===== config.mk =====
export PLATFORM = sky130hd
export DESIGN_NAME = synth_voice_mixer
export DESIGN_NICKNAME = d
export VERILOG_FILES = /design/src/rtl/synth_mixer_pkg.sv /design/src/rtl/mixer_limit.sv /design/src/rtl/synth_voice_mixer.sv
export SDC_FILE = /design/constraint.sdc
export NUM_CORES = 1
export LEC_CHECK = 0
export CORE_MARGIN = 4
export CORE_UTILIZATION = 33
export CTS_CLUSTER_DIAMETER = 40
export DETAILED_ROUTE_END_ITERATION = 16
export HOLD_SLACK_MARGIN = 0.03
export PLACE_DENSITY = 0.52
export SYNTH_ARGS = -nofsm -noshare
export SYNTH_HDL_FRONTEND = slang
export SYNTH_SLANG_ARGS = --single-unit

===== constraint.sdc =====
create_clock -name iCLK -period 7.39 [get_ports iCLK]
set_clock_uncertainty 0.15 [all_clocks]
set_input_delay 1.478 -clock iCLK [delete_from_list [all_inputs] [get_ports iCLK]]
set_output_delay 1.478 -clock iCLK [all_outputs]
set_load 0.05 [all_outputs]

===== src/rtl/synth_mixer_pkg.sv =====
// synth_mixer_pkg: shared FSM states, gain/sample constants and width helpers for the voice mixer.
package synth_mixer_pkg;
    typedef enum logic [2:0] {IDLE, FETCH, DRAIN, SCALE, OUT, DONE} state_t;
    localparam int VOL_UNITY  = 128;
    localparam int VOL_SHIFT  = 7;
    localparam int SAMPLE_MAX = 32767;
    localparam int SAMPLE_MIN = -32768;
    localparam int SAMPLE_W   = 16;
    localparam int VOL_GUARD  = 9;
    function automatic int acc_width(input int vidx_w);
        return SAMPLE_W + vidx_w + 1;
    endfunction
endpackage


===== src/rtl/mixer_limit.sv =====
// mixer_limit: wide signed value to 16-bit sample; saturates when SYNTH_MIXER_SAT_EN is defined,
// otherwise wraps to the low 16 bits.
module mixer_limit import synth_mixer_pkg::*; #(
    parameter int IN_W = 30
) (
    input  logic signed [IN_W-1:0] i_x,
    output logic signed [15:0]     o_y
);
`ifdef SYNTH_MIXER_SAT_EN
    always_comb o_y = (i_x > IN_W'(SAMPLE_MAX)) ? 16'(SAMPLE_MAX) :
                      (i_x < IN_W'(SAMPLE_MIN)) ? 16'(SAMPLE_MIN) : i_x[15:0];
`else
    logic w_unused;
    assign w_unused = ^i_x[IN_W-1:16];
    assign o_y = i_x[15:0];
`endif
endmodule


===== src/rtl/synth_voice_mixer.sv =====
// synth_voice_mixer: per-LR-frame sum of NVOICES voice samples, master volume, 16-bit limit.
// SYNTH_MIXER_SAT_EN selects saturating (defined) or wrapping (undefined) output limiting.
module synth_voice_mixer import synth_mixer_pkg::*; #(
    parameter int NVOICES = 16,
    parameter int VIDX_W  = 4
) (
    input  logic               iCLK,
    input  logic               AUD_DACLRCK,
    input  logic [7:0]         i_master_vol,
    output logic               o_voice_rd,
    output logic [VIDX_W-1:0]  o_voice_idx,
    input  logic signed [15:0] i_voice_L,
    input  logic signed [15:0] i_voice_R,
    input  logic               i_voice_active,
    output logic signed [15:0] wsaudio_outL,
    output logic signed [15:0] wsaudio_outR,
    output logic               o_valid,
    output logic               o_busy,
    output logic [VIDX_W:0]    o_active_count
);
    localparam int ACC_W  = acc_width(VIDX_W);
    localparam int PROD_W = ACC_W + VOL_GUARD;

    logic [1:0]               r_sync;
    logic                     w_rst_n;
    state_t                   r_state;
    logic                     r_rd_d;
    logic signed [ACC_W-1:0]  r_acc_L, r_acc_R;
    logic [VIDX_W:0]          r_cnt;
    logic signed [8:0]        w_vol;
    logic signed [PROD_W-1:0] w_prod_L, w_prod_R, w_shr_L, w_shr_R;
    logic signed [15:0]       w_lim_L, w_lim_R;

    // Assert asynchronously with LRCK, release two iCLK edges later.
    always_ff @(posedge iCLK or negedge AUD_DACLRCK)
        if (!AUD_DACLRCK) r_sync <= '0;
        else              r_sync <= {r_sync[0], 1'b1};
    assign w_rst_n = r_sync[1];

    assign w_vol    = {1'b0, i_master_vol};
    assign w_prod_L = PROD_W'(r_acc_L) * PROD_W'(w_vol);
    assign w_prod_R = PROD_W'(r_acc_R) * PROD_W'(w_vol);
    assign w_shr_L  = w_prod_L >>> VOL_SHIFT;
    assign w_shr_R  = w_prod_R >>> VOL_SHIFT;

    mixer_limit #(.IN_W(PROD_W)) u_lim_L (.i_x(w_shr_L), .o_y(w_lim_L));
    mixer_limit #(.IN_W(PROD_W)) u_lim_R (.i_x(w_shr_R), .o_y(w_lim_R));

    always_ff @(posedge iCLK or negedge w_rst_n)
        if (!w_rst_n) begin
            r_state        <= IDLE;
            r_rd_d         <= 1'b0;
            r_acc_L        <= '0;
            r_acc_R        <= '0;
            r_cnt          <= '0;
            o_voice_rd     <= 1'b0;
            o_voice_idx    <= '0;
            wsaudio_outL   <= '0;
            wsaudio_outR   <= '0;
            o_valid        <= 1'b0;
            o_busy         <= 1'b0;
            o_active_count <= '0;
        end else begin
            r_rd_d  <= o_voice_rd;
            o_valid <= 1'b0;
            // Read data lags the strobe by one cycle; DRAIN catches the last one.
            if (r_rd_d && i_voice_active) begin
                r_acc_L <= r_acc_L + ACC_W'(i_voice_L);
                r_acc_R <= r_acc_R + ACC_W'(i_voice_R);
                r_cnt   <= r_cnt + 1'b1;
            end
            case (r_state)
                IDLE: begin
                    r_state     <= FETCH;
                    o_voice_rd  <= 1'b1;
                    o_voice_idx <= '0;
                    o_busy      <= 1'b1;
                end
                FETCH:
                    if (o_voice_idx == VIDX_W'(NVOICES - 1)) begin
                        r_state    <= DRAIN;
                        o_voice_rd <= 1'b0;
                    end else
                        o_voice_idx <= o_voice_idx + 1'b1;
                DRAIN: r_state <= SCALE;
                SCALE: begin
                    r_state        <= OUT;
                    wsaudio_outL   <= w_lim_L;
                    wsaudio_outR   <= w_lim_R;
                    o_valid        <= 1'b1;
                    o_active_count <= r_cnt;
                end
                OUT: begin
                    r_state <= DONE;
                    o_busy  <= 1'b0;
                end
                DONE: r_state <= DONE;
                default: r_state <= IDLE;
            endcase
        end
endmodule


# After elaboration in Yosys (flattened, before gate mapping)
# Cells that the tools add are included.
# Widths: inputs -> output; s select.
# classes
n_addsub	4
mul	2
eq_ne	8
muxes	8
n_reduce_logical	7
# op_table
cell	n
$mul 21x9->23	2
$add 21x16->21	2
$pmux 3 s5	1
$pmux 4 s2	1
$eq 3x2->1 const B	2
$eq 3x3->1 const B	2
$add 5x1->5 const B	1
$add 4x1->4 const B	1
$eq 4x4->1 const B	1
$mux 4	1
$ne 2x2->1 const B	2
$pmux 1 s2	2
$reduce_and 2->1	2
$reduce_bool 2->1	2
$eq 3x1->1 const B	1
$logic_not 3->1	1
$mux 3	1
$mux 1	2
$reduce_or 2->1	1
$logic_and 1x1->1	1
# totals
regBits	97
out_inout_bits	44

# Longest topological paths before layout
# Gate-level depths: netlist (run 1).
# depth
ltp_word	3
depth_mapped	20

# Cells and area by module
# A second synthesis (run 1) with hierarchy kept.
# unflattened
hier_cells	2049
hier_area_um2	17409.2
# modules_own_cells
mod	instances	cells_per_inst	area_per_inst_um2	seq_area_each_um2
synth_voice_mixer	1	2017	17169.0	2427.3
mixer_limit	2	16	120.1	0.0

# Worst setup path after synthesis (run 1)
# No wires, ideal clock.
# synth_timing
path_type	input-to-reg
start	input port i_master_vol[0]
end	register wsaudio_outR[14]
setup_time_ps	129
arrival_ps	6270
slack_ps	841
stages	19
cell_sequence	clkbuf_1 > clkbuf_1 > nand2_1 > fa_1 > inv_1 > fa_1 > fa_1 > inv_1 > fa_1 > inv_1 > ha_1 > a21o_1 > a2111oi_1 > o21a_4 > o32ai_2 > o221a_4 > a311oi_2 > xor2_1 > o21ai_1
# synth_between
elab_chain_cells	1
# synth_rtl
element	line_no	source
start: declaration	synth_voice_mixer.sv:9	input logic [7:0] i_master_vol,
$mul 21x9->23	synth_voice_mixer.sv:42	assign w_prod_R = PROD_W'(r_acc_R) * PROD_W'(w_vol);
end signal: assignment	synth_voice_mixer.sv:89	wsaudio_outR <= w_lim_R;
end: declaration	synth_voice_mixer.sv:16	output logic signed [15:0] wsaudio_outR,
# No other way between the ends.
# A chain may end at the register's enable or synchronous reset.

# Worst setup path in the final report (run 1)
# layout_timing
start	input port i_master_vol[0]
end	register wsaudio_outL[15]
# layout_between
elab_chain_cells	1
# layout_rtl
element	line_no	source
$mul 21x9->23	synth_voice_mixer.sv:41	assign w_prod_L = PROD_W'(r_acc_L) * PROD_W'(w_vol);
end signal: assignment	synth_voice_mixer.sv:88	wsaudio_outL <= w_lim_L;
end: declaration	synth_voice_mixer.sv:15	output logic signed [15:0] wsaudio_outL,
# No other way between the ends.

==> flow_summary.toml, run 1 <==
[sta]
hold_ws_ps = 217
rsz0062_at_grt = "no"
finalHoldViolCount = 0
fmax_mhz = 149
timing.slew.headroom_pct = 46.2
worstMarginPinSlew_ps = 808
setup_viol = 0
setup_tns_ps = 0
final-max-slew-violation-count = 0
finalCriticalPeriod_ps = 6710
finalCritPeriodShare_pct = 90.8

[grt]
grt_antenna_before_repair = 4
grt_first_pass_wirelength_mm = 58.1
grt_pass1_vias = 11139
grtUsageTotal_pct = 15.3
overflow = 0
grt_max_degree = 90

[synthesis]
avgSynthCellArea_sq_um = 8.73
yosysSeqAreaShare_pct = 16.9
synth_fp_nets = 2014
ys_ff_latch = 97
yosys_warnings = 0
synthArstFlopShare_pct = 100
synth_flop_cell = "dfrtp_1"
synth_cells = 1643
synth_edf_count = 0
synth_cell_types = 66
synth_area_sq_um = 14400

[route]
via_per_inst = 4.69
drtPass1Iterations = 5
drt_iter0_drc = 499
vias = 10704
routed_wl_mm = 33.9
drc = 0
avgRoutedWirePerCell_um = 14.9
ant_nets = 0

[setup_path]
r2r_setup_slack_ps = 2030
arrival_ps = 6850
crit_required_ps = 7530
endpoint_kind = "flip-flop"
slowest_stage = "clkdlybuf4s50_1"
cp_num_buf_inv = 5
cp_num_cells = 19
critPathMaxFanout = 12
path_cells = "clkdlybuf4s50_1, buf_4, nand2_1, fa_1, inv_1, fa_1, fa_1, inv_1, fa_1, inv_1, ha_1, a21o_1, a21oi_1, o21ai_0, nor3_2, nor3_1, o31ai_2, nand3_1, a31o_2"
worstSetupPathType = "in -> reg"
crit_family = "adder cells"
max_stage_delay_ps = 770
startpoint_type = "primary input"
reg2reg_depth = 17
cp_common_cell = "fa_1"

[cts]
htreeDepth = 3
post_cts_buffers = 0
numCtsBuffers = 9
ctsHoldBuffers = 0
clkLatencyLatePin_ps = 400
clock_sinks = 97
cts_tree = "yes"
cts.reportedPaths.clkPinSlew_ps = 80
clk_path_buf_depth = 2
ctsResizeCount = 0
cts-root-buf = "clkbuf_16"

[die]
start_util_pct = 33.3
die_w_um = 217
io_pins = 87
fp-row-count = 76
fp.coreArea_sq_um = 43100
die_y_um = 217
dieArea_sq_um = 46900

[finish]
fin_util_pct = 37.5
nets = 2061
area_delta_synth_final_pct = 12.7
fill_cells = 4369
drive_gt1_share_pct = 3.19

[placed_design]
dp_hpwl_mm = 27.7
io_buffers = 86
gp_congestion = 0.858

[run_status]
outcome = "finished clean"

[min_path]
hp-class = "reg -> reg"
min_path_cells = 0

[job]
cap_viol_max_count = 0
==> placed cells by master, fill, tap and decap left out, drive strengths merged, types with 7 or more instances in the layout <==
cell           count
inv              290
nand2            260
fa               204
and2             161
ha               124
dfrtp             97
o21ai             88
clkdlybuf4s50     86
xnor2             47
a21oi             45
nor2              37
xor2              37
a21o              20
buf               19
nor3              17
nand3             17
and3              13
o31ai             12
o21a              10
clkbuf             9
or3                7
nor3b              7
nor4b              7
a211oi             7
==> worst paths after layout <==
check,to,start
min reg2reg,r_sync[1],r_sync[0]
min in group asynchronous,o_voice_idx[2],r_sync[1]
min,r_sync[1],r_sync[0]
max,wsaudio_outL[15],i_master_vol[0]
max reg2reg,wsaudio_outR[14],r_acc_R[9]
max in group asynchronous,wsaudio_outR[6],r_sync[1]
==> per-stage QoR <==
step / instance area [sq um] / setup WS (ps) / instances
floorplan: 14400 / 841 / 1643
global placement: 15900 / 267 / 2264
CTS: 16200 / 666 / 2280
global route: 16200 / 306 / 2281
finish: 16200 / 681 / 2281
detailed placement: 15900 / 232 / 2264
==> flip-flops by register name, summed over array words and instances (netlist names) <==
signal / flops
o_voice_idx: 4
o_voice_rd: 1
o_busy: 1
r_rd_d: 1
r_state: 3
o_valid: 1
wsaudio_outL: 16
o_active_count: 5
r_cnt: 5
r_acc_L: 21
r_acc_R: 21
wsaudio_outR: 16
r_sync: 2
==> kinds of logic (layout without fill, tap and decap cells) <==
| group | Yosys count | in the layout | synth area share (%) |
|---|---|---|---|
| muxes | 2 | 2 | 0.148 |
| adders and majority gates | 328 | 328 | 39.3 |
| AOI/OAI and AO/OA | 225 | 225 | 10.2 |
| and+or+nand+nor | 550 | 550 | 18.9 |
| DFF | 97 | 97 | 16.9 |
| xor gates and xnor gates | 84 | 84 | 5.13 |
| other | 1 | 2 | 0.0261 |
| buffers and inverters | 356 | 408 | 9.38 |
==> layer usage <==
layer  track usage [%]  part of all wire (%)
met1              21.8                    49
met2              24.3                    45
met3              2.68                   3.6
met4              3.78                   1.5
met5                 0                 0.062
==> area by class of cell <==
| cell class | count | area (sq um) | area share (%) |
|---|---|---|---|
| Multi-Input combinational cell | 1190 | 10600 | 65.4 |
| Inverter | 287 | 1080 | 6.66 |
| Clock inverter | 7 | 91.3 | 0.565 |
| Sequential cell | 97 | 2430 | 15.0 |
| Clock buffer | 9 | 225 | 1.39 |
| Tap cell | 585 | 732 | 4.53 |
| Timing Repair Buffer | 105 | 1030 | 6.36 |
| Antenna cell | 1 | 2.50 | 0.0155 |
==> Yosys cell counts, drive strengths merged, types with 3 or more instances <==
| cell | instances | share of area [%] |
|---|---|---|
| a2111oi | 3 | 0.45 |
| a211oi | 7 | 0.40 |
| a21o | 20 | 1.0 |
| a21oi | 45 | 1.6 |
| a22o | 4 | 0.24 |
| a31oi | 6 | 0.26 |
| and2 | 161 | 7.0 |
| and3 | 13 | 0.57 |
| buf | 16 | 0.48 |
| clkbuf | 53 | 1.4 |
| dfrtp | 97 | 17 |
| fa | 204 | 28 |
| ha | 124 | 11 |
| inv | 287 | 7.5 |
| nand2 | 260 | 6.8 |
| nand2b | 6 | 0.26 |
| nand3 | 17 | 0.59 |
| nand3b | 5 | 0.26 |
| nand4 | 4 | 0.17 |
| nor2 | 37 | 0.97 |
| nor3 | 17 | 0.63 |
| nor3b | 7 | 0.37 |
| nor4b | 7 | 0.43 |
| o211ai | 5 | 0.26 |
| o21a | 10 | 0.58 |
| o21ai | 88 | 3.1 |
| o21bai | 6 | 0.31 |
| o31ai | 12 | 0.66 |
| or3 | 7 | 0.31 |
| xnor2 | 47 | 2.9 |
| xor2 | 37 | 2.3 |
Power of run 1 is left out: the tool's default activity adds up to more than one toggle a clock period on the data nets, which glitch-free logic cannot reach.
==> run 2, diff against run 1 <==
--- a/config.mk
+++ b/config.mk
@@ -15,2 +15,3 @@
 export SYNTH_HDL_FRONTEND = slang
 export SYNTH_SLANG_ARGS = --single-unit
+export TNS_END_PERCENT = 5
==> constraint.sdc (replaced) <==
create_clock -name iCLK -period 7.39 [get_ports iCLK]
set_clock_uncertainty 0.15 [all_clocks]
set_input_delay 2.217 -clock iCLK [delete_from_list [all_inputs] [get_ports iCLK]]
set_output_delay 2.217 -clock iCLK [all_outputs]
set_load 0.05 [all_outputs]
==> run 2 against run 1 <==
Net effect:
- cell count up 2.5%
- final area up 3.2%
- core utilization up 1.2 points
- sequential share of layout area down 0.47 points
- setup slack worse by 420 ps
- maximum frequency down 5.9%
- via count up 1.7%
- first-iteration DRC count up 2.4%
- worst hold slack worse by 18 ps
- global-route usage up 0.057 points
==> flow_summary.toml, run 2 (synthesis results as in run 1) <==
[setup_path]
crit_required_ps = 7490
startpoint_type = "primary input"
critPathMaxFanout = 20
worstSetupPathType = "in -> reg"
endpoint_kind = "flip-flop"
arrival_ps = 7240
r2r_setup_slack_ps = 2160

[sta]
finalCriticalPeriod_ps = 7130
final-max-slew-violation-count = 0
finalHoldViolCount = 0
fmax_mhz = 140
worstMarginPinSlew_ps = 873
finalCritPeriodShare_pct = 96.5
setup_tns_ps = 0
timing.slew.headroom_pct = 41.6
setup_viol = 0
rsz0062_at_grt = "no"

[finish]
drive_gt1_share_pct = 6.34
fin_util_pct = 38.8
final_cell_mix = "287 x inv_1, 259 x nand2_1, 204 x fa_1"
area_delta_synth_final_pct = 16.3
n_antenna_cell = 0
nets = 2118
layout_commonest_cell = "inv_1"
reg_top3 = "r_acc_L: 21 flops, r_acc_R: 21 flops"

[die]
io_pins = 87
die_y_um = 217
die_w_um = 217
start_util_pct = 33.3
fp-row-count = 76
dieArea_sq_um = 46900
fp.coreArea_sq_um = 43100

[cts]
ctsHoldBuffers = 0
clk_path_buf_depth = 2
numCtsBuffers = 9
htreeDepth = 3
ctsResizeCount = 0
cts_tree = "yes"
post_cts_buffers = 0
cts-root-buf = "clkbuf_16"
cts.reportedPaths.clkPinSlew_ps = 80
clock_sinks = 97
clkLatencyLatePin_ps = 400

[grt]
grt_pass1_vias = 11495
overflow = 0
grt_first_pass_wirelength_mm = 58.8
grt_antenna_before_repair = 0
grtUsageTotal_pct = 15.4
grt_max_degree = 71

[min_path]
hp-class = "reg -> async"

[run_status]
outcome = "finished clean"

[route]
wl_met3_um = 953
top_layer_used = "met4"
drtPass1Iterations = 4
dr_wl_met2_mm = 15.4
drc = 0
via_per_inst = 4.66
routed_wl_mm = 34.2
met1_length_mm = 17.5
drt_iter0_drc = 511
vias = 10882
ant_nets = 0
avgRoutedWirePerCell_um = 14.6

[placed_design]
gp_congestion = 0.868
io_buffers = 86
dp_hpwl_mm = 28.0

[job]
cap_viol_max_count = 0
==> run 2: cell count changes in the layout (fill, tap and decap cells not counted) <==
cell and change:
buf_4 +50, buf_12 +7, inv_8 -3, clkinv_8 +2, diode_2 -1, inv_6 +1
==> run 2: per-stage QoR <==
step / hold WS [ps] / worst slack, ps / std cells / instance area [sq um]
2_1_floorplan: 181 / 102 / 1643 / 14400
4_1_cts: 209 / 237 / 2337 / 16700
5_1_grt: 217 / 45.9 / 2337 / 16700
3_5_place_dp: 189 / -184 / 2321 / 16400
3_3_place_gp: 185 / -158 / 2321 / 16400
6_report: 199 / 257 / 2337 / 16700
==> run 2: layout make-up <==
| type | count | area [sq um] |
|---|---|---|
| fill | 4383 | 26400 |
| timing repair buffer | 162 | 1540 |
| inverter | 287 | 1080 |
| clock inverter | 7 | 98.8 |
| multi-input combinational | 1190 | 10600 |
| tap | 585 | 732 |
| sequential | 97 | 2430 |
| clock buffer | 9 | 225 |
==> run 2: layer usage <==
layer,vias up,track usage (%)
met5,-,0
met4,0,3.56
met3,15,2.10
met2,134,24.1
met1,5392,22.6
li1,5341,-
==> run 2: final timing paths <==
| check | from | end | cells after the start |
|---|---|---|---|
| max in group asynchronous | AUD_DACLRCK | r_sync[1] | 1 |
| min | r_sync[1] | r_rd_d | 0 |
| max reg2reg | r_acc_R[9] | wsaudio_outR[14] | 17 |
| min in group iCLK | r_sync[0] | r_sync[1] | 0 |
| min reg2reg | r_sync[1] | r_rd_d | 0 |
| max | i_master_vol[0] | wsaudio_outR[14] | 19 |
==> run 2: worst max-delay path, stage by stage <==
cell             delay [ps]
clkdlybuf4s50_1         510
buf_12                  160
nand2_1                  90
fa_1                    550
inv_1                    60
fa_1                    480
fa_1                    550
inv_1                    50
fa_1                    480
inv_1                    40
ha_1                    280
a21o_1                  200
a2111oi_1               460
o21a_4                  210
o32ai_2                 110
o221a_4                 280
a311oi_2                280
xor2_1                  160
o21ai_1                  60
Power of run 2 is left out for the same reason.
==> run 3, diff against run 2 <==
CORE_UTILIZATION = 35   (was 33)
PLACE_DENSITY = 0.55   (was 0.52)
SETUP_SLACK_MARGIN = 0.2   (was not set)
==> run 3 against run 2 <==
Net effect:
- global-route usage grew 0.91 points
- largest cell class unchanged
- critical path depth increased by 1
- cell count fell by 2.4%
- routed wire length up 0.37%
- critical path type unchanged
==> flow_summary.toml, run 3 (synthesis results as in run 1) <==
[run_status]
outcome = "finished clean"

[sta]
fmax_mhz = 144
setup_viol = 0
timing.slew.headroom_pct = 41.6
setup_tns_ps = 0
finalHoldViolCount = 0
final-max-slew-violation-count = 0
rsz0062_at_grt = "yes"
worstMarginPinSlew_ps = 873
finalCritPeriodShare_pct = 94.2
finalCriticalPeriod_ps = 6960

[cts]
cts_tree = "yes"
cts-root-buf = "clkbuf_16"
ctsHoldBuffers = 0
clk_path_buf_depth = 2
clock_sinks = 97
clkLatencyLatePin_ps = 390
htreeDepth = 3
numCtsBuffers = 9
cts.reportedPaths.clkPinSlew_ps = 90

[route]
drt_iter0_drc = 514
avgRoutedWirePerCell_um = 15.0
vias = 10929
via_per_inst = 4.79
routed_wl_mm = 34.3
drtPass1Iterations = 5
ant_nets = 0
drc = 0

[setup_path]
r2r_setup_slack_ps = 2230
endpoint_kind = "flip-flop"
critPathCapture = "wsaudio_outL[15]"
startpoint_type = "primary input"
crit_required_ps = 7540
worstSetupStartpoint = "i_master_vol[3]"
worstSetupPathType = "in -> reg"
reg2reg_depth = 18
arrival_ps = 7110
reg2reg_to = "wsaudio_outL[15]"
timing.rr.start = "r_acc_L[7]"
critPathMaxFanout = 15

[die]
die_y_um = 210
die_w_um = 210
fp-row-count = 73
start_util_pct = 35.8
dieArea_sq_um = 44300
fp.coreArea_sq_um = 40100
io_pins = 87

[finish]
n_antenna_cell = 0
area_delta_synth_final_pct = 16.4
final_cell_mix = "287 x inv_1, 259 x nand2_1, 204 x fa_1"
drive_gt1_share_pct = 6.94
layout_commonest_cell = "inv_1"
nets = 2123
reg_top3 = "r_acc_L: 21 flops, r_acc_R: 21 flops"

[grt]
grt_antenna_before_repair = 1
overflow = 0
grt_pass1_vias = 11478
grt_first_pass_wirelength_mm = 58.9
grtUsageTotal_pct = 16.3
grt_max_degree = 71

[placed_design]
dp_hpwl_mm = 28.1
io_buffers = 86
gp_congestion = 0.858

[job]
cap_viol_max_count = 0

[min_path]
hp-class = "reg -> async"
==> run 3: metrics by stage <==
stage / std cells / utilization [%] / hold slack, ps / worst slack [ps] / instance area (sq um)
global route: 2282 / 41.7 / 227 / 184 / 16700
global placement: 2265 / 40.7 / 186 / -146 / 16300
floorplan: 1643 / - / 181 / 205 / 14400
detailed placement: 2265 / 40.7 / 190 / -194 / 16300
finish: 2282 / 41.7 / 171 / 432 / 16700
CTS: 2281 / 41.5 / 209 / 227 / 16600
==> run 3: what timing repair did <==
action                                 in CTS  in global routing
setup endpoints to repair                   0                  9
gates resized for setup                     0                 10
endpoints found under the hold margin       0                  0
buffers inserted                            0                  1
==> run 3: layout make-up <==
class | instances | area (sq um)
tap | 525 | 657
clock inverter | 7 | 93.8
inverter | 287 | 1080
multi-input combinational | 1190 | 10600
timing repair buffer | 167 | 1590
clock buffer | 9 | 225
fill | 3913 | 23400
sequential | 97 | 2430
==> run 3: per-layer routing <==
layer	vias up	routed length (um)	part of all wire, %	GRT usage, %
li1	5357	-	-	-
met1	5418	16900	49	23.2
met2	130	15800	46	26.2
met3	22	1240	3.6	2.95
met4	2	402	1.2	3.62
met5	-	19	0.055	0
==> run 3: how the worst min path moves through the flow <==
stage / startpoint / to
6_report: r_sync[1] / r_acc_L[13]
5_1_grt: r_sync[1] / r_acc_L[14]
4_1_cts: r_sync[1] / r_acc_L[14]
3_5_place_dp: r_sync[0] / r_sync[1]
3_3_place_gp: r_sync[0] / r_sync[1]
2_1_floorplan: r_sync[0] / r_sync[1]
==> run 3: critical path: stages <==
cell and delay (ps):
clkdlybuf4s50_1 440, buf_12 170, buf_12 140, and2_1 150
fa_1 510, fa_1 500, fa_1 490, inv_1 50
fa_1 480, inv_1 50, ha_1 310, a21o_1 170
a21oi_1 280, o21ai_2 120, nor3_2 150, buf_4 170
nor3_4 50, o31ai_2 280, nand3_1 110, a31o_2 250
Power of run 3 is left out for the same reason.
